**config.mk**
```make
export PLATFORM = sky130hd
export DESIGN_NAME = riscv_i32_ifetch_responder
export DESIGN_NICKNAME = d
export VERILOG_FILES = /design/src/rtl/riscv_ifetch_responder_pkg.sv /design/src/rtl/riscv_ifetch_line_buffer.sv /design/src/rtl/riscv_i32_ifetch_responder.sv
export SDC_FILE = /design/constraint.sdc
export NUM_CORES = 1
export LEC_CHECK = 0
export CAP_MARGIN = 20
export CORE_MARGIN = 5
export CORE_UTILIZATION = 35
export DETAILED_ROUTE_END_ITERATION = 6
export GPL_TIMING_DRIVEN = 1
export PLACE_DENSITY = 0.68
export SKIP_LAST_GASP = 1
export SYNTH_ARGS = -nofsm -noshare
export SYNTH_HDL_FRONTEND = slang
export SYNTH_SLANG_ARGS = --single-unit
```
**constraint.sdc**
```tcl
create_clock -name clk -period 2.9 [get_ports clk]
set_input_delay 0.725 -clock clk [delete_from_list [all_inputs] [get_ports clk]]
set_output_delay 0.725 -clock clk [all_outputs]
set_load 0.01 [all_outputs]
```
**src/rtl/riscv_ifetch_responder_pkg.sv**
```systemverilog
// Shared types and constants for the RISC-V i32 instruction-fetch responder.
// Optional feature macro used by the top: RISCV_IFETCH_MODE_CHECK_EN.
package riscv_ifetch_responder_pkg;

    localparam logic [2:0] RV_MODE_USER    = 3'b000;
    localparam logic [2:0] RV_MODE_MACHINE = 3'b011;
    localparam logic [2:0] RV_MODE_DEBUG   = 3'b111;

    localparam logic [1:0] STATE_IDLE     = 2'd0;
    localparam logic [1:0] STATE_MEM_WAIT = 2'd1;
    localparam logic [1:0] STATE_DRAIN    = 2'd2;

    typedef struct packed {
        logic        valid;
        logic [28:0] line;
        logic [63:0] data;
    } line_buf_t;

    function automatic logic [31:0] select_word(input logic [63:0] line_data, input logic upper);
        return upper ? line_data[63:32] : line_data[31:0];
    endfunction

endpackage

```
**src/rtl/riscv_ifetch_line_buffer.sv**
```systemverilog
// Single 64-bit instruction line buffer: hit compare, word select, fill and invalidate.
// Invalidate has priority over a simultaneous fill.
module riscv_ifetch_line_buffer (
    input  logic        clk,
    input  logic        reset_n,
    input  logic        invalidate,
    input  logic        fill_en,
    input  logic [28:0] fill_line,
    input  logic [63:0] fill_data,
    input  logic [28:0] lookup_line,
    input  logic        lookup_upper,
    output logic        hit,
    output logic [31:0] hit_word
);
    import riscv_ifetch_responder_pkg::*;

    line_buf_t line_reg;
    line_buf_t line_next;

    always_comb begin
        line_next = line_reg;
        if (invalidate) begin
            line_next.valid = 1'b0;
        end else if (fill_en) begin
            line_next.valid = 1'b1;
            line_next.line  = fill_line;
            line_next.data  = fill_data;
        end
    end

    always_ff @(posedge clk) begin
        if (!reset_n) begin
            line_reg <= '0;
        end else begin
            line_reg <= line_next;
        end
    end

    assign hit      = line_reg.valid && (line_reg.line == lookup_line);
    assign hit_word = select_word(line_reg.data, lookup_upper);

endmodule

```
**src/rtl/riscv_i32_ifetch_responder.sv**
```systemverilog
// Memory-side responder for i32 instruction fetch with a one-line buffer and timed memory port.
// Define RISCV_IFETCH_MODE_CHECK_EN to fault user-mode fetches at or above MACHINE_BASE.
module riscv_i32_ifetch_responder #(
    parameter int unsigned TIMEOUT_CYCLES = 255,
    parameter logic [31:0] MACHINE_BASE   = 32'h8000_0000
) (
    input  logic        clk,
    input  logic        reset_n,
    input  logic        ifetch_req__valid,
    input  logic [31:0] ifetch_req__address,
    input  logic        ifetch_req__sequential,
    input  logic [2:0]  ifetch_req__mode,
    input  logic        ifetch_req__flush,
    output logic        ifetch_resp__valid,
    output logic        ifetch_resp__debug,
    output logic [31:0] ifetch_resp__data,
    output logic [2:0]  ifetch_resp__mode,
    output logic        ifetch_resp__error,
    output logic [1:0]  ifetch_resp__tag,
    output logic        mem_req,
    output logic [28:0] mem_address,
    input  logic        mem_ack,
    input  logic [63:0] mem_rdata,
    input  logic        mem_error
);
    import riscv_ifetch_responder_pkg::*;

    localparam logic [7:0] TIMEOUT_LAST = 8'(TIMEOUT_CYCLES - 1);

    logic [1:0]  state_reg, state_next;
    logic [7:0]  timeout_cnt_reg, timeout_cnt_next;
    logic [1:0]  tag_reg, tag_next;
    logic [28:0] req_line_reg, req_line_next;
    logic        req_upper_reg, req_upper_next;
    logic [2:0]  req_mode_reg, req_mode_next;
    logic        mem_req_reg, mem_req_next;
    logic        resp_valid_reg, resp_valid_next;
    logic [31:0] resp_data_reg, resp_data_next;
    logic        resp_error_reg, resp_error_next;
    logic [2:0]  resp_mode_reg, resp_mode_next;
    logic        resp_debug_reg, resp_debug_next;

    logic        accept;
    logic        misaligned;
    logic        priv_fault;
    logic        lookup_hit;
    logic [31:0] hit_word;
    logic        resp_fire;
    logic        fill_en;
    logic        error_inval;

    assign accept     = (state_reg == STATE_IDLE) && ifetch_req__valid && !ifetch_req__flush;
    assign misaligned = (ifetch_req__address[1:0] != 2'b00);
    // A flush kills a response that is being presented this very cycle.
    assign resp_fire  = resp_valid_reg && !ifetch_req__flush;

`ifdef RISCV_IFETCH_MODE_CHECK_EN
    assign priv_fault = (ifetch_req__address >= MACHINE_BASE) && (ifetch_req__mode == RV_MODE_USER);
    logic unused_inputs;
    assign unused_inputs = ifetch_req__sequential;
`else
    assign priv_fault = 1'b0;
    logic unused_inputs;
    assign unused_inputs = ^{ifetch_req__sequential, MACHINE_BASE};
`endif

    riscv_ifetch_line_buffer u_line_buffer (
        .clk          (clk),
        .reset_n      (reset_n),
        .invalidate   (ifetch_req__flush | error_inval),
        .fill_en      (fill_en),
        .fill_line    (req_line_reg),
        .fill_data    (mem_rdata),
        .lookup_line  (ifetch_req__address[31:3]),
        .lookup_upper (ifetch_req__address[2]),
        .hit          (lookup_hit),
        .hit_word     (hit_word)
    );

    always_comb begin
        state_next       = state_reg;
        timeout_cnt_next = timeout_cnt_reg;
        tag_next         = resp_fire ? (tag_reg + 2'd1) : tag_reg;
        req_line_next    = req_line_reg;
        req_upper_next   = req_upper_reg;
        req_mode_next    = req_mode_reg;
        mem_req_next     = mem_req_reg;
        resp_valid_next  = 1'b0;
        resp_data_next   = 32'h0;
        resp_error_next  = 1'b0;
        resp_mode_next   = 3'b000;
        resp_debug_next  = 1'b0;
        fill_en          = 1'b0;
        error_inval      = 1'b0;

        case (state_reg)
            STATE_IDLE: begin
                if (accept) begin
                    resp_mode_next  = ifetch_req__mode;
                    resp_debug_next = (ifetch_req__mode == RV_MODE_DEBUG);
                    req_mode_next   = ifetch_req__mode;
                    if (misaligned || priv_fault) begin
                        resp_valid_next = 1'b1;
                        resp_error_next = 1'b1;
                    end else if (lookup_hit) begin
                        resp_valid_next = 1'b1;
                        resp_data_next  = hit_word;
                    end else begin
                        state_next       = STATE_MEM_WAIT;
                        mem_req_next     = 1'b1;
                        req_line_next    = ifetch_req__address[31:3];
                        req_upper_next   = ifetch_req__address[2];
                        timeout_cnt_next = 8'd0;
                    end
                end
            end
            STATE_MEM_WAIT: begin
                if (ifetch_req__flush) begin
                    if (mem_ack) begin
                        state_next   = STATE_IDLE;
                        mem_req_next = 1'b0;
                    end else begin
                        state_next = STATE_DRAIN;
                    end
                end else if (mem_ack) begin
                    state_next      = STATE_IDLE;
                    mem_req_next    = 1'b0;
                    resp_valid_next = 1'b1;
                    resp_mode_next  = req_mode_reg;
                    resp_debug_next = (req_mode_reg == RV_MODE_DEBUG);
                    if (mem_error) begin
                        resp_error_next = 1'b1;
                        error_inval     = 1'b1;
                    end else begin
                        resp_data_next = select_word(mem_rdata, req_upper_reg);
                        fill_en        = 1'b1;
                    end
                end else if (timeout_cnt_reg == TIMEOUT_LAST) begin
                    // Report the fault now; the late ack is swallowed in DRAIN.
                    state_next      = STATE_DRAIN;
                    resp_valid_next = 1'b1;
                    resp_error_next = 1'b1;
                    resp_mode_next  = req_mode_reg;
                    resp_debug_next = (req_mode_reg == RV_MODE_DEBUG);
                end else begin
                    timeout_cnt_next = timeout_cnt_reg + 8'd1;
                end
            end
            STATE_DRAIN: begin
                if (mem_ack) begin
                    state_next   = STATE_IDLE;
                    mem_req_next = 1'b0;
                end
            end
            default: begin
                state_next   = STATE_IDLE;
                mem_req_next = 1'b0;
            end
        endcase
    end

    always_ff @(posedge clk) begin
        if (!reset_n) begin
            state_reg       <= STATE_IDLE;
            timeout_cnt_reg <= 8'd0;
            tag_reg         <= 2'd0;
            req_line_reg    <= 29'h0;
            req_upper_reg   <= 1'b0;
            req_mode_reg    <= 3'b000;
            mem_req_reg     <= 1'b0;
            resp_valid_reg  <= 1'b0;
            resp_data_reg   <= 32'h0;
            resp_error_reg  <= 1'b0;
            resp_mode_reg   <= 3'b000;
            resp_debug_reg  <= 1'b0;
        end else begin
            state_reg       <= state_next;
            timeout_cnt_reg <= timeout_cnt_next;
            tag_reg         <= tag_next;
            req_line_reg    <= req_line_next;
            req_upper_reg   <= req_upper_next;
            req_mode_reg    <= req_mode_next;
            mem_req_reg     <= mem_req_next;
            resp_valid_reg  <= resp_valid_next;
            resp_data_reg   <= resp_data_next;
            resp_error_reg  <= resp_error_next;
            resp_mode_reg   <= resp_mode_next;
            resp_debug_reg  <= resp_debug_next;
        end
    end

    assign ifetch_resp__valid = resp_fire;
    assign ifetch_resp__data  = resp_data_reg;
    assign ifetch_resp__error = resp_error_reg;
    assign ifetch_resp__mode  = resp_mode_reg;
    assign ifetch_resp__debug = resp_debug_reg;
    assign ifetch_resp__tag   = tag_reg;
    assign mem_req            = mem_req_reg;
    assign mem_address        = req_line_reg;

endmodule

```
==> impl_metrics.ini <==
[outcome]
outcome = completed

[place]
dpl-instance-area_um2 = 9842
globalplace.congestion = 0.8649
dp_cells = 1314
dp.final_hpwl_mm = 14.37
place_ws_ns = -0.04984
io_buffers = 174

[worst_setup_path]
path_class = input pin to output port
r2r_cells = 9
crit_required_ns = 2.17
worst-r2r-setup-slack_ns = 0.85
arrival_ns = 2.01
start_kind = input pin
path_max_fanout = 7
worstReg2RegStart = state_reg[0]$_SDFFE_PN0P_
critical_path.startpoint = ifetch_req__flush
timing.rr.end = timeout_cnt_reg[2]$_SDFFE_PN0P_
cp-end-kind = output port

[logic_synthesis]
synth_seq_cells = 178
syn-cell-area_um2 = 7679
synth_edf_count = 0
yosys_warnings = 0
ys_types = 51
netlist_instances = 893
ys.flop_type = dfxtp_1
ys_seq_area_share_pct = 46.41
syn-num-nets = 1004
async_flop_share_pct = 0
syn_avg_cell_area_um2 = 8.599

[floorplanning]
start_util_pct = 35.40
die_area_um2 = 25000
num_rows = 54
die_x_um = 158.1
boundaryPins = 176
coreArea_um2 = 21690
die_h_um = 158.1

[sta]
period_minus_slack_ns = 2.731
tns_ns = 0
maxSlewViolCount = 0
setup_viol_count_final = 0
timing.final.ws_setup_ns = 0.1688
fmax_mhz = 366.1
min_period_over_period_pct = 94.18
final_hold_viol_count = 0
grt_setup_unrepaired = no
finClkSkew_ns = 0.007883
maxSlewHeadroom_pct = 63.22
holdWs_ns = 0.4557
tightest_slew_ns = 0.5517

[cts]
clockBufferDepth = 2
post_cts_buffers = 0
clk_pin_slew_ns = 0.07
cts_sinks = 178
numCtsBuffers = 17
cts-root-buf = clkbuf_16
holdBufCountCts = 0
cts_resized = 0
insertion_delay_ns = 0.42
cts.htree.levels = 4
cts_tree = done

[layout]
layout-drive-gt1-share_pct = 7.598
final_nets = 1164
antenna_cells = 0
largest_reg_flops = 94
final_util_pct = 47.98
finish.instance_area_um2 = 10410
stdcell_count = 1346
final_cell_mix = nand2_1 (210), dfxtp_1 (177), clkdlybuf4s50_1 (173), a21oi_1 (110), mux2i_1 (95)
syn2layout_area_growth_pct = 35.52
layout_commonest_cell = nand2_1

[power]
powerDensity_nw_per_um2 = 495.1
design_power_total_mw = 5.152
p_leak_nw = 3.578
max-vdd-ir-drop_v = 0.0003493

[min_path]
holdPathStages = 2
hp-start = u_line_buffer.line_reg[3]$_SDFFE_PN0P_
hold_end = u_line_buffer.line_reg[3]$_SDFFE_PN0P_
hp-class = register to register

[routing]
drtAntennaViolNets = 0
wl_mm = 20.95
vias = 6622
drt-initial-drc-count = 287
drc = 0
drt-wirelength-per-cell_um = 15.56
viasPerCell = 4.920
drtPass1Iterations = 5

[grt]
grt_overflow = 0
antenna_found_initial = 0
grt_pass1_vias = 6422
grt_use_total_pct = 16.66
grt_max_degree = 67
grt_first_pass_wirelength_mm = 33.55

[run]
max-cap-violations = 0
[worst max path at each step]
stage                                        to  cells after the start
2_1_floorplan  ifetch_resp__data[10]$_SDFF_PN0_                      8
3_3_place_gp    timeout_cnt_reg[0]$_SDFFE_PN0P_                      9
3_5_place_dp   ifetch_resp__data[19]$_SDFF_PN0_                      8
4_1_cts                      ifetch_resp__valid                      3
5_1_grt                      ifetch_resp__valid                      3
6_report                     ifetch_resp__valid                      3
[critical path: stages]
cell and delay, ns:
clkdlybuf4s50_1 0.52, nor2b_1 0.20, clkdlybuf4s50_1 0.56
[synthesized netlist by cell type (3+ instances only)]
library cell    n  area share (%)
nor2_1         82             4.0
nand3_1         9            0.59
mux2i_1        95              12
nor4_2          6            0.98
buf_1           8            0.39
ha_1            5            0.81
nor3_1          3            0.20
buf_2           5            0.33
buf_8           3            0.59
dfxtp_1       178              46
o21a_1          3            0.29
nand4_1         5            0.41
xor2_1         29             3.3
o22ai_1         3            0.24
a31oi_1         3            0.24
clkbuf_1       45             2.2
nor2b_1         3            0.24
o22a_1         32             3.7
a21oi_1       110             7.2
nand3b_1        3            0.29
nand2_1       210              10
inv_1           7            0.34
xnor2_1         3            0.34
o21ai_0         8            0.52
and3_1          3            0.24
buf_4           3            0.29
[area by class of cell]
type	instances	area, um^2
clock inverter	15	138.9
tap	280	350.3
sequential	178	3565
inverter	8	32.53
clock buffer	17	425.4
timing repair buffer	206	2090
multi-input combinational	642	3805
fill	2100	11280
[kinds of logic (layout without fill, tap and decap cells)]
| kind of cell | count (synthesis) | in the layout | share of synthesized area, % |
|---|---|---|---|
| buffers and inverters | 73 | 246 | 4.334 |
| multiplexers | 95 | 95 | 12.38 |
| XOR/XNOR | 32 | 32 | 3.650 |
| AND/OR/NAND/NOR | 337 | 337 | 18.77 |
| AO/OA/AOI/OAI | 173 | 173 | 13.64 |
| flip-flops | 178 | 178 | 46.41 |
| adder cells (fa/ha/maj) | 5 | 5 | 0.8147 |
[where the power goes]
| part | internal (mW) | total (mW) | leakage [nW] | switching [mW] |
|---|---|---|---|---|
| logic | 0.238 | 0.446 | 1.88 | 0.208 |
| registers | 2.46 | 2.48 | 1.44 | 0.0141 |
| clock network | 1.14 | 2.23 | 0.266 | 1.09 |
| total | 3.84 | 5.15 | 3.58 | 1.31 |
[per-layer routing]
metal	up-vias	wire, um	global-route usage (%)
li1	3344	-	-
met1	3089	9385	21.63
met2	172	9606	26.54
met3	17	1670	5.467
met4	0	286	4.915
met5	-	0	0
(Power assumes the default switching activity.)
